File: src/rtl/controlador_bombas_pkg.sv
// Shared types and helpers for the cascade pump controller.
// Pump state encoding and counter width sizing.
package controlador_bombas_pkg;

  typedef enum logic [1:0] {
    OFF  = 2'd0,
    RUN  = 2'd1,
    LOCK = 2'd2
  } pump_st_t;

  // Width able to hold 0..v-1, never below 1 bit.
  function automatic int cw(input int v);
    return (v <= 2) ? 1 : $clog2(v);
  endfunction

  function automatic int deb_w(input int deb_cycles);
    return cw(deb_cycles);
  endfunction

  function automatic int lock_w(input int min_off);
    return cw(min_off);
  endfunction

endpackage

File: src/rtl/sensor_debounce.sv
// Single-bit level sensor conditioner.
// Two-flop synchroniser followed by a stability debouncer.
module sensor_debounce
  import controlador_bombas_pkg::*;
#(
  parameter int DEB_CYCLES = 4
) (
  input  logic clk,
  input  logic rst_n,
  input  logic d_in,
  output logic d_out
);

  localparam int CW = deb_w(DEB_CYCLES);
  localparam logic [CW-1:0] LAST = CW'(DEB_CYCLES - 1);

  logic          s1;
  logic          s2;
  logic [CW-1:0] cnt;

  // Synchronise, then accept a new level only after it persists.
  always_ff @(posedge clk or negedge rst_n) begin
    if (!rst_n) begin
      s1    <= 1'b0;
      s2    <= 1'b0;
      cnt   <= '0;
      d_out <= 1'b0;
    end else begin
      s1 <= d_in;
      s2 <= s1;
      if (s2 == d_out) begin
        cnt <= '0;
      end else if (cnt == LAST) begin
        d_out <= s2;
        cnt   <= '0;
      end else begin
        cnt <= cnt + CW'(1);
      end
    end
  end

endmodule

File: src/rtl/controlador_bombas_param.sv
// N-tank cascade pump controller.
// Debounced sensing, hysteresis demand, sticky faults, min-off lockout.
module controlador_bombas_param
  import controlador_bombas_pkg::*;
#(
  parameter int N_TANKS    = 2,
  parameter int DEB_CYCLES = 4,
  parameter int MIN_OFF    = 8,
  parameter int HYST       = 1,
  parameter int FAULT_ALL  = 1
) (
  input  logic               clk,
  input  logic               rst_n,
  input  logic               en,
  input  logic               src_ok,
  input  logic [N_TANKS-1:0] s_low,
  input  logic [N_TANKS-1:0] s_high,
  input  logic               fault_clr,
  output logic [N_TANKS-1:0] pump,
  output logic [N_TANKS-1:0] fault
);

  localparam int LW   = lock_w(MIN_OFF);
  localparam int LOAD = (MIN_OFF > 0) ? MIN_OFF - 1 : 0;

  logic [N_TANKS-1:0] dl;
  logic [N_TANKS-1:0] dh;
  logic [N_TANKS-1:0] cond;
  logic [N_TANKS-1:0] fe;
  logic [N_TANKS-1:0] dem;
  logic [N_TANKS-1:0] dem_r;
  logic [N_TANKS-1:0] src;
  logic [N_TANKS-1:0] blk;
  logic [N_TANKS-1:0] ok;
  logic [N_TANKS-1:0] fault_q;

  for (genvar g = 0; g < N_TANKS; g++) begin : g_sens
    sensor_debounce #(
      .DEB_CYCLES(DEB_CYCLES)
    ) u_low (
      .clk  (clk),
      .rst_n(rst_n),
      .d_in (s_low[g]),
      .d_out(dl[g])
    );
    sensor_debounce #(
      .DEB_CYCLES(DEB_CYCLES)
    ) u_high (
      .clk  (clk),
      .rst_n(rst_n),
      .d_in (s_high[g]),
      .d_out(dh[g])
    );
  end

  // Per-tank run permission from levels, faults and upstream supply.
  always_comb begin
    cond = dh & ~dl;
    fe   = fault_q | cond;
    if (HYST != 0) dem = (dem_r | ~dl) & ~dh;
    else           dem = ~dh;
    src    = dl;
    src    = src << 1;
    src[0] = src_ok;
    if (FAULT_ALL != 0) blk = {N_TANKS{|fe}};
    else                blk = fe | (fe << 1);
    ok = {N_TANKS{en}} & dem & src & ~blk;
  end

  // Sticky faults and hysteresis memory.
  always_ff @(posedge clk or negedge rst_n) begin
    if (!rst_n) begin
      fault_q <= '0;
      dem_r   <= '0;
    end else begin
      fault_q <= cond | (fault_q & ~{N_TANKS{fault_clr}});
      dem_r   <= dem;
    end
  end

  assign fault = fault_q;

  for (genvar p = 0; p < N_TANKS; p++) begin : g_pump
    pump_st_t     st_q;
    pump_st_t     st_n;
    logic [LW-1:0] cnt_q;
    logic [LW-1:0] cnt_n;
    logic         run_q;

    // Pump state transitions and lockout countdown.
    always_comb begin
      st_n  = st_q;
      cnt_n = cnt_q;
      case (st_q)
        OFF: begin
          if (ok[p]) st_n = RUN;
        end
        RUN: begin
          if (!ok[p]) begin
            if (MIN_OFF == 0) begin
              st_n = OFF;
            end else begin
              st_n  = LOCK;
              cnt_n = LW'(LOAD);
            end
          end
        end
        LOCK: begin
          if (cnt_q == '0) st_n = OFF;
          else             cnt_n = cnt_q - LW'(1);
        end
        default: st_n = OFF;
      endcase
    end

    // State register with registered motor drive.
    always_ff @(posedge clk or negedge rst_n) begin
      if (!rst_n) begin
        st_q  <= OFF;
        cnt_q <= '0;
        run_q <= 1'b0;
      end else begin
        st_q  <= st_n;
        cnt_q <= cnt_n;
        run_q <= (st_n == RUN);
      end
    end

    assign pump[p] = run_q;
  end

endmodule

File: config.mk
export PLATFORM = sky130hd
export DESIGN_NAME = controlador_bombas_param
export DESIGN_NICKNAME = d
export VERILOG_FILES = /design/src/rtl/controlador_bombas_pkg.sv /design/src/rtl/sensor_debounce.sv /design/src/rtl/controlador_bombas_param.sv
export SDC_FILE = /design/constraint.sdc
export NUM_CORES = 1
export LEC_CHECK = 0
export CAP_MARGIN = 40
export CELL_PAD_IN_SITES_DETAIL_PLACEMENT = 0
export CELL_PAD_IN_SITES_GLOBAL_PLACEMENT = 1
export CORE_MARGIN = 1
export CORE_UTILIZATION = 32
export DETAILED_ROUTE_END_ITERATION = 10
export PLACE_DENSITY_LB_ADDON = 0.1
export SYNTH_ARGS = -nofsm -noshare
export SYNTH_HDL_FRONTEND = slang
export SYNTH_SLANG_ARGS = --single-unit
File: constraint.sdc
create_clock -name clk -period 2.2 [get_ports clk]
set_input_delay 0.55 -clock clk [delete_from_list [all_inputs] [get_ports clk]]
set_output_delay 0.55 -clock clk [all_outputs]
set_load 0.02 [all_outputs]
==> flow_summary.ini, run 1 <==
[routing]
firstDrtPassIters = 2
wire_per_inst_um = 11.22
top_layer = met4
wl_met3_um = 74
via_per_inst = 4.464
dr.first_iter.drc_count = 27
ant_nets = 0
vias = 808
routed_wirelength_um = 2031
wl_met1_um = 978
wl_met2_um = 926
remaining_drc_errors = 0

[placement]
portBuffers = 12
dp_cells = 173
place_congestion = 0.7084
dpl-instance-area_um2 = 1574
hpwl_um = 1414

[power]
p_total_mw = 2.143
ir_worst_vdd_mv = 0.4413
power_density_nw_per_um2 = 1287
p_leak_nw = 0.7943

[cts]
post-cts-setup-buffer-count = 0
clkSinkCount = 36
cts.clk_slew.worst_paths_ns = 0.06
clk_path_buf_depth = 2
cts_buffers = 5
cts-root-buf = clkbuf_8
tritoncts = built
post_cts_resized = 0
holdBufCountCts = 0
htreeDepth = 2
clk_latency_ns = 0.28

[logic_synthesis]
synth_cells = 112
ys_types = 19
yosysWarningCount = 0
synthesis.area_um2 = 1399
synth-seq-area-share_pct = 64.40
synth_nets = 129
ys_ff_latch = 36
syn_area_per_cell_um2 = 12.49

[timing]
max_slew_margin_pct = 59.89
min_period_over_period_pct = 83.53
fin_skew_ns = 0.004016
setup-tns-final_ns = 0
rsz0062_at_grt = no
setup_violations = 0
fin_crit_ns = 1.838
slew_viol_final = 0
hold_ws_ns = 0.3516
tightest_slew_ns = 0.5954
fmax_ghz = 0.5442
hold_viol = 0

[layout]
final_cell_area_um2 = 1664
final_cell_mix = 36 x dfrtp_1, 12 x inv_1, 12 x clkdlybuf4s50_1, 10 x nand2_1, 8 x ha_1
stdcell_count = 181
diodes = 0
synthToLayoutAreaGrowth_pct = 18.96
final_common_cell = dfrtp_1
drive_above_1_share_pct = 9.924
nets = 147

[hold_path]
holdPathStages = 0
hold_path_class = flip-flop to flip-flop

[global_route]
grt_max_degree = 37
grt_pass1_wl_um = 3629
grt_pass1_vias = 828
grt_usage_pct = 11.30
grt_overflow = 0
antenna_found_initial = 0

[floorplan]
die_w_um = 68.12
num_rows = 23
die_h_um = 68.12
core-area_um2 = 4086
dieArea_um2 = 4640
pin_count = 13
start_util_pct = 34.23

[critical_path]
crit_family = buffers and inverters
path_depth = 1
critPathMaxStageDelay_ns = 0.62
reg2regPathDepth = 6
path_cells = clkdlybuf4s50_1
cp_max_fo = 3
critPathArrivalTime_ns = 1.29
startpoint_type = flip-flop
critPathSlowestCell = clkdlybuf4s50_1
worstPathRequired_ns = 1.65
crit_type = flip-flop to primary output
crit_path_end_kind = primary output
crit_buf_inv = 1

[run]
maxCapViolations = 0

[outcome]
status = finished, final reports clean
==> report_power, final <==
group / internal [mW] / leakage, nW / switching (mW) / total, mW
logic: 0.316 / 0.303 / 0.325 / 0.640
clock network: 0.255 / 0.0455 / 0.210 / 0.465
registers: 0.891 / 0.446 / 0.147 / 1.04
total: 1.46 / 0.794 / 0.681 / 2.14
==> cell usage after synthesis <==
library cell  count  area share [%]
nand3_1           4             1.4
ha_1              8             7.2
nand2_1          10             2.7
nor3_1            4             1.4
o21ai_0           4             1.4
o211ai_2          1            0.89
nand2b_1          2            0.89
xnor2_1           6             3.8
or3_1             2            0.89
mux2_2            4             3.2
and4_4            1            0.80
dfrtp_1          36              64
nor2_1            5             1.3
buf_4             2             1.1
o211ai_1          1            0.54
a311o_1           2             1.4
nor2b_1           6             2.7
inv_1            12             3.2
a21oi_1           2            0.72
==> final timing paths <==
check | startpoint | end | slack (ns)
hold / removal | g_sens[1].u_high.s1 | g_sens[1].u_high.s2 | 0.35
setup / recovery | fault[0] | fault[0] | 0.36
hold reg to reg | g_sens[1].u_high.s1 | g_sens[1].u_high.s2 | 0.35
min in group asynchronous | rst_n | g_sens[1].u_low.cnt[1] | 0.68
max in group asynchronous | rst_n | g_sens[0].u_low.cnt[0] | 1.19
setup reg to reg | g_pump[1].cnt_q[0] | g_pump[1].cnt_q[0] | 0.68
==> final cells by class <==
class	count	area, um^2
fill	405	2422
sequential	36	900.9
multi-input combinational	62	437.9
timing repair buffer	13	127.6
clock buffer	8	90.09
tap	50	62.56
inverter	12	45.04
==> sequential cells by signal, summed over array words and instances, names as in the netlist <==
| register | flops |
|---|---|
| dem_r | 2 |
| g_sens.u_high.s1 | 2 |
| g_sens.u_low.s2 | 2 |
| g_sens.u_low.d_out | 2 |
| g_sens.u_high.d_out | 2 |
| g_sens.u_low.s1 | 2 |
| g_sens.u_high.s2 | 2 |
| g_pump.run_q | 2 |
| fault | 2 |
| g_sens.u_high.cnt | 4 |
| g_sens.u_low.cnt | 4 |
| g_pump.st_q | 4 |
| g_pump.cnt_q | 6 |
==> stage by stage <==
stage               utilization (%)  setup slack, ns
CTS                           40.72           0.3494
global route                  40.72           0.3318
detailed placement            38.52           0.4344
floorplan                         -           0.8692
global placement              38.52           0.4528
finish                        40.72           0.3623
==> cells by family (layout without fill, tap and decap cells) <==
group | count (synthesis) | count (layout) | synth area share [%]
AO/OA/AOI/OAI | 10 | 10 | 5.009
XOR/XNOR | 6 | 6 | 3.757
adder cells (fa/ha/maj) | 8 | 8 | 7.156
buffers and inverters | 14 | 33 | 4.293
flip-flops | 36 | 36 | 64.40
multiplexers | 4 | 4 | 3.220
AND/OR/NAND/NOR | 34 | 34 | 12.17
==> routing by layer <==
metal  vias up  global-route usage (%)
li1        398                       -
met1       390                   13.96
met2        13                   15.93
met3         7                   4.000
met4         0                   8.594
met5         -                       0
Note: power is estimated with default switching activity, not from simulation.
==> run 2, diff against run 1 <==
==> constraint.sdc (replaced) <==
create_clock -name clk -period 1.9 [get_ports clk]
set_input_delay 0.475 -clock clk [delete_from_list [all_inputs] [get_ports clk]]
set_output_delay 0.475 -clock clk [all_outputs]
set_load 0.02 [all_outputs]
==> run 2 against run 1 <==
Clock skew up 0.0021 ns; worst setup slack worse by 0.21 ns; total power up 14%; via count down 2.5%; sequential power up 14%; routed wire length down 1.4%; cell area down 0.30%; clock power up 6.5%; global-route usage down 0.43 points; largest power group unchanged.
==> flow_summary.ini, run 2 (synthesized netlist as in run 1, its figures left out) <==
[routing]
via_per_inst = 4.354
dr.first_iter.drc_count = 22
vias = 788
remaining_drc_errors = 0
wire_per_inst_um = 11.07
firstDrtPassIters = 4
routed_wirelength_um = 2003
ant_nets = 0

[global_route]
grt_pass1_vias = 787
grt_overflow = 0
grt_usage_pct = 10.87
use_met1_pct = 12.59
grt_use_met3_pct = 4.500
grt_max_degree = 37
grt_busiest_layer = met2
antenna_found_initial = 0
grt_pass1_wl_um = 3450
gr-usage-met2_pct = 15.69

[placement]
dp_slack_ns = 0.2102
hpwl_um = 1384
place_congestion = 0.7066
portBuffers = 12

[layout]
drive_above_1_share_pct = 10.69
largest_reg_flops = 6
final_common_cell = dfrtp_1
diodes = 0
synthToLayoutAreaGrowth_pct = 18.60
final_cell_mix = 36 x dfrtp_1, 12 x inv_1, 12 x clkdlybuf4s50_1, 10 x nand2_1, 8 x ha_1
nets = 148
regMostFlops = g_pump.cnt_q

[critical_path]
startpoint_type = flip-flop
path_cells = clkdlybuf4s50_1
crit_buf_inv = 1
worstPathRequired_ns = 1.42
crit_family = buffers and inverters
critPathArrivalTime_ns = 1.27
crit_path_end_kind = primary output
crit_type = flip-flop to primary output
cp_max_fo = 3
critPathMaxStageDelay_ns = 0.62
critPathSlowestCell = clkdlybuf4s50_1

[cts]
clk_path_buf_depth = 2
cts-root-buf = clkbuf_8
clkSinkCount = 36
htreeDepth = 2
clk_latency_ns = 0.28
cts_buffers = 5
tritoncts = built
cts.clk_slew.worst_paths_ns = 0.06
holdBufCountCts = 0
post_cts_resized = 0
post-cts-setup-buffer-count = 0

[timing]
fin_skew_ns = 0.006116
fin_ws_ns = 0.1571
tightest_slew_ns = 0.4822
setup_violations = 0
hold_viol = 0
fmax_ghz = 0.5738
slew_viol_final = 0
max_slew_margin_pct = 67.52
rsz0062_at_grt = no
fin_crit_ns = 1.743
min_period_over_period_pct = 91.73
setup-tns-final_ns = 0

[floorplan]
core-area_um2 = 4086
pin_count = 13
dieArea_um2 = 4640
die_w_um = 68.12
die_h_um = 68.12
num_rows = 23
start_util_pct = 34.23

[power]
p_leak_nw = 0.7940
p_total_mw = 2.445
power_density_nw_per_um2 = 1474
ir_worst_vdd_mv = 0.4525

[outcome]
status = finished, final reports clean

[run]
maxCapViolations = 0

[hold_path]
hold_path_class = flip-flop to flip-flop
[run 2: report_power, final]
group	internal, mW	switching [mW]	total, mW	leakage, nW
clock	0.249	0.246	0.495	0.0410
sequential	1.03	0.163	1.19	0.446
combinational	0.380	0.376	0.756	0.307
[run 2: worst paths after layout]
| check | from | to | slack, ns | cells past startpoint |
|---|---|---|---|---|
| worst max register to register | g_pump[0].cnt_q[0] | g_pump[0].cnt_q[0] | 0.46 | 6 |
| worst max-delay path | fault[0] | fault[0] | 0.16 | 1 |
| worst min register to register | g_sens[0].u_high.s1 | g_sens[0].u_high.s2 | 0.35 | 0 |
| worst min-delay path | g_sens[0].u_high.s1 | g_sens[0].u_high.s2 | 0.35 | 0 |
| min in group asynchronous | rst_n | g_sens[1].u_high.cnt[1] | 0.60 | 2 |
| max in group asynchronous | rst_n | g_sens[0].u_low.d_out | 0.98 | 2 |
[run 2: final cells by class]
type | instances | area [um^2]
Clock inverter | 1 | 5.005
Inverter | 12 | 45.04
Tap cell | 50 | 62.56
Clock buffer | 6 | 72.57
Timing Repair Buffer | 14 | 135.1
Sequential cell | 36 | 900.9
Fill cell | 406 | 2427
Multi-Input combinational cell | 62 | 437.9
[run 2: per-layer routing]
metal / part of all wire, % / vias up / wire, um
met1: 48 / 371 / 968
met4: 2.4 / 0 / 48
li1: - / 400 / -
met2: 45 / 12 / 897
met3: 4.4 / 5 / 89
met5: 0 / - / 0
[run 2: stage by stage]
stage | area (um^2) | hold slack (ns) | instances | util (%)
after floorplan | 1399 | 0.1794 | 112 | -
after global placement | 1582 | 0.3329 | 174 | 38.70
after detailed placement | 1582 | 0.3347 | 174 | 38.70
after CTS | 1659 | 0.3494 | 181 | 40.60
after global routing | 1659 | 0.3607 | 181 | 40.60
final | 1659 | 0.3478 | 181 | 40.60
==> run 3, diff against run 2 <==
--- a/config.mk
+++ b/config.mk
@@ -9,7 +9,7 @@
 export CELL_PAD_IN_SITES_DETAIL_PLACEMENT = 0
 export CELL_PAD_IN_SITES_GLOBAL_PLACEMENT = 1
 export CORE_MARGIN = 1
-export CORE_UTILIZATION = 32
+export CORE_UTILIZATION = 48
 export DETAILED_ROUTE_END_ITERATION = 10
 export PLACE_DENSITY_LB_ADDON = 0.1
 export SYNTH_ARGS = -nofsm -noshare
==> constraint.sdc (replaced) <==
create_clock -name clk -period 2.12 [get_ports clk]
set_input_delay 0.53 -clock clk [delete_from_list [all_inputs] [get_ports clk]]
set_output_delay 0.53 -clock clk [all_outputs]
set_load 0.02 [all_outputs]
==> run 3 against run 2 <==
Cell area fell by 2.6%; clock skew fell by 0.0014 ns; clock power fell by 21%; sequential share of layout area rose by 1.5 points; register-to-register slack improved by 0.16 ns; count of clock-buffer cells in the layout rose by 1; non-clock buffer count fell by 1; worst setup slack improved by 0.097 ns; cell count fell by 11%; via count rose by 0.51%; worst hold slack improved by 0.013 ns; combinational power fell by 12%; critical path type unchanged; highest routed layer unchanged.
==> flow_summary.ini, run 3 (synthesized netlist as in run 1, its figures left out) <==
[outcome]
status = finished, final reports clean

[global_route]
grt_overflow = 0
antenna_found_initial = 0
grt_pass1_wl_um = 3691
grt_usage_pct = 15.64
grt_max_degree = 37
grt_pass1_vias = 864

[timing]
hold_viol = 0
min_period_over_period_pct = 88.03
fmax_ghz = 0.5359
fin_skew_ns = 0.004674
slew_viol_final = 0
max_slew_margin_pct = 62.86
tightest_slew_ns = 0.5513
setup-tns-final_ns = 0
rsz0062_at_grt = no
fin_crit_ns = 1.866
setup_violations = 0

[critical_path]
path_cells = clkdlybuf4s50_1
worstPathRequired_ns = 1.59
reg2reg_slack_ns = 0.62
crit_buf_inv = 1
critPathMaxStageDelay_ns = 0.62
r2r-end = g_pump[1].cnt_q[0]
crit_path_end_kind = primary output
crit_family = buffers and inverters
reg2regPathDepth = 6
cp_max_fo = 3
reg2reg_from = g_pump[1].cnt_q[0]
startpoint_type = flip-flop
crit_type = flip-flop to primary output
critPathSlowestCell = clkdlybuf4s50_1
critPathArrivalTime_ns = 1.34

[hold_path]
holdPathStages = 0
min_to = g_sens[1].u_low.s2
hp-start = g_sens[1].u_low.s1
hold_path_class = flip-flop to flip-flop

[routing]
ant_nets = 0
dr.first_iter.drc_count = 9
via_per_inst = 4.919
remaining_drc_errors = 0
vias = 792
wire_per_inst_um = 11.98
routed_wirelength_um = 1928
firstDrtPassIters = 2

[placement]
place_congestion = 0.6842
portBuffers = 12
hpwl_um = 1419

[cts]
tritoncts = built
clk_path_buf_depth = 2
cts.clk_slew.worst_paths_ns = 0.10
post-cts-setup-buffer-count = 0
post_cts_resized = 0
holdBufCountCts = 0
clk_latency_ns = 0.32
cts-root-buf = clkbuf_4
clkSinkCount = 36
cts_buffers = 5
htreeDepth = 2

[layout]
largest_reg_flops = 6
drive_above_1_share_pct = 10.77
synthToLayoutAreaGrowth_pct = 15.47
regMostFlops = g_pump.cnt_q
final_cell_mix = 36 x dfrtp_1, 12 x inv_1, 12 x clkdlybuf4s50_1, 10 x nand2_1, 8 x ha_1
diodes = 0
nets = 147
final_common_cell = dfrtp_1

[floorplan]
dieArea_um2 = 3134
pin_count = 13
num_rows = 19
die_w_um = 55.99
die_h_um = 55.99
core-area_um2 = 2758
start_util_pct = 50.73

[power]
ir_worst_vdd_mv = 0.8104
p_total_mw = 2.128
power_density_nw_per_um2 = 1318
p_leak_nw = 0.7861

[run]
maxCapViolations = 0
## run 3: cell count changes in the layout (fill, tap and decap cells not counted), sizes merged
cell    previous run  this run
clkbuf             6         7
clkinv             1         0
buf                2         1
## run 3: metal layers
layer	GRT usage (%)	wire length, um	part of all wire (%)	up-vias
li1	-	-	-	398
met1	20.10	939	49	380
met2	24.15	900	47	12
met3	5.116	71	3.7	2
met4	7.317	17	0.88	0
met5	0	0	0	-
## run 3: worst max-delay path by stage
stage                               endpoint               start  slack [ns]  cells after the start
after CTS                           fault[1]            fault[1]        0.24                      1
after global placement    g_pump[1].cnt_q[1]                  en        0.41                      4
after global routing                fault[1]            fault[1]        0.20                      1
after floorplan           g_pump[1].cnt_q[0]  g_pump[1].cnt_q[0]        0.79                      6
final                               fault[1]            fault[1]        0.25                      1
after detailed placement  g_pump[1].cnt_q[2]                  en        0.39                      4
## run 3: layout make-up
type | instances | area (um^2)
fillers | 238 | 1142
flip-flops and latches | 36 | 900.9
multi-input cells | 62 | 437.9
repair buffers | 13 | 127.6
clock buffers | 7 | 65.06
inverters | 12 | 45.04
well taps | 31 | 38.79
## run 3: per-stage QoR
stage,utilization [%],setup slack [ns],hold WS [ns],instance area (um^2),std cells
floorplan,-,0.7892,0.2344,1399,112
global placement,56.22,0.4121,0.3337,1550,154
detailed placement,56.22,0.3891,0.3402,1550,154
CTS,58.58,0.2387,0.3626,1615,161
global route,58.58,0.2011,0.3731,1615,161
finish,58.58,0.2538,0.3604,1615,161
## run 3: power by group
group,switching (mW),total (mW),internal [mW]
Combinational,0.335,0.664,0.330
Sequential,0.151,1.07,0.922
Clock,0.203,0.391,0.188
Total,0.689,2.13,1.44
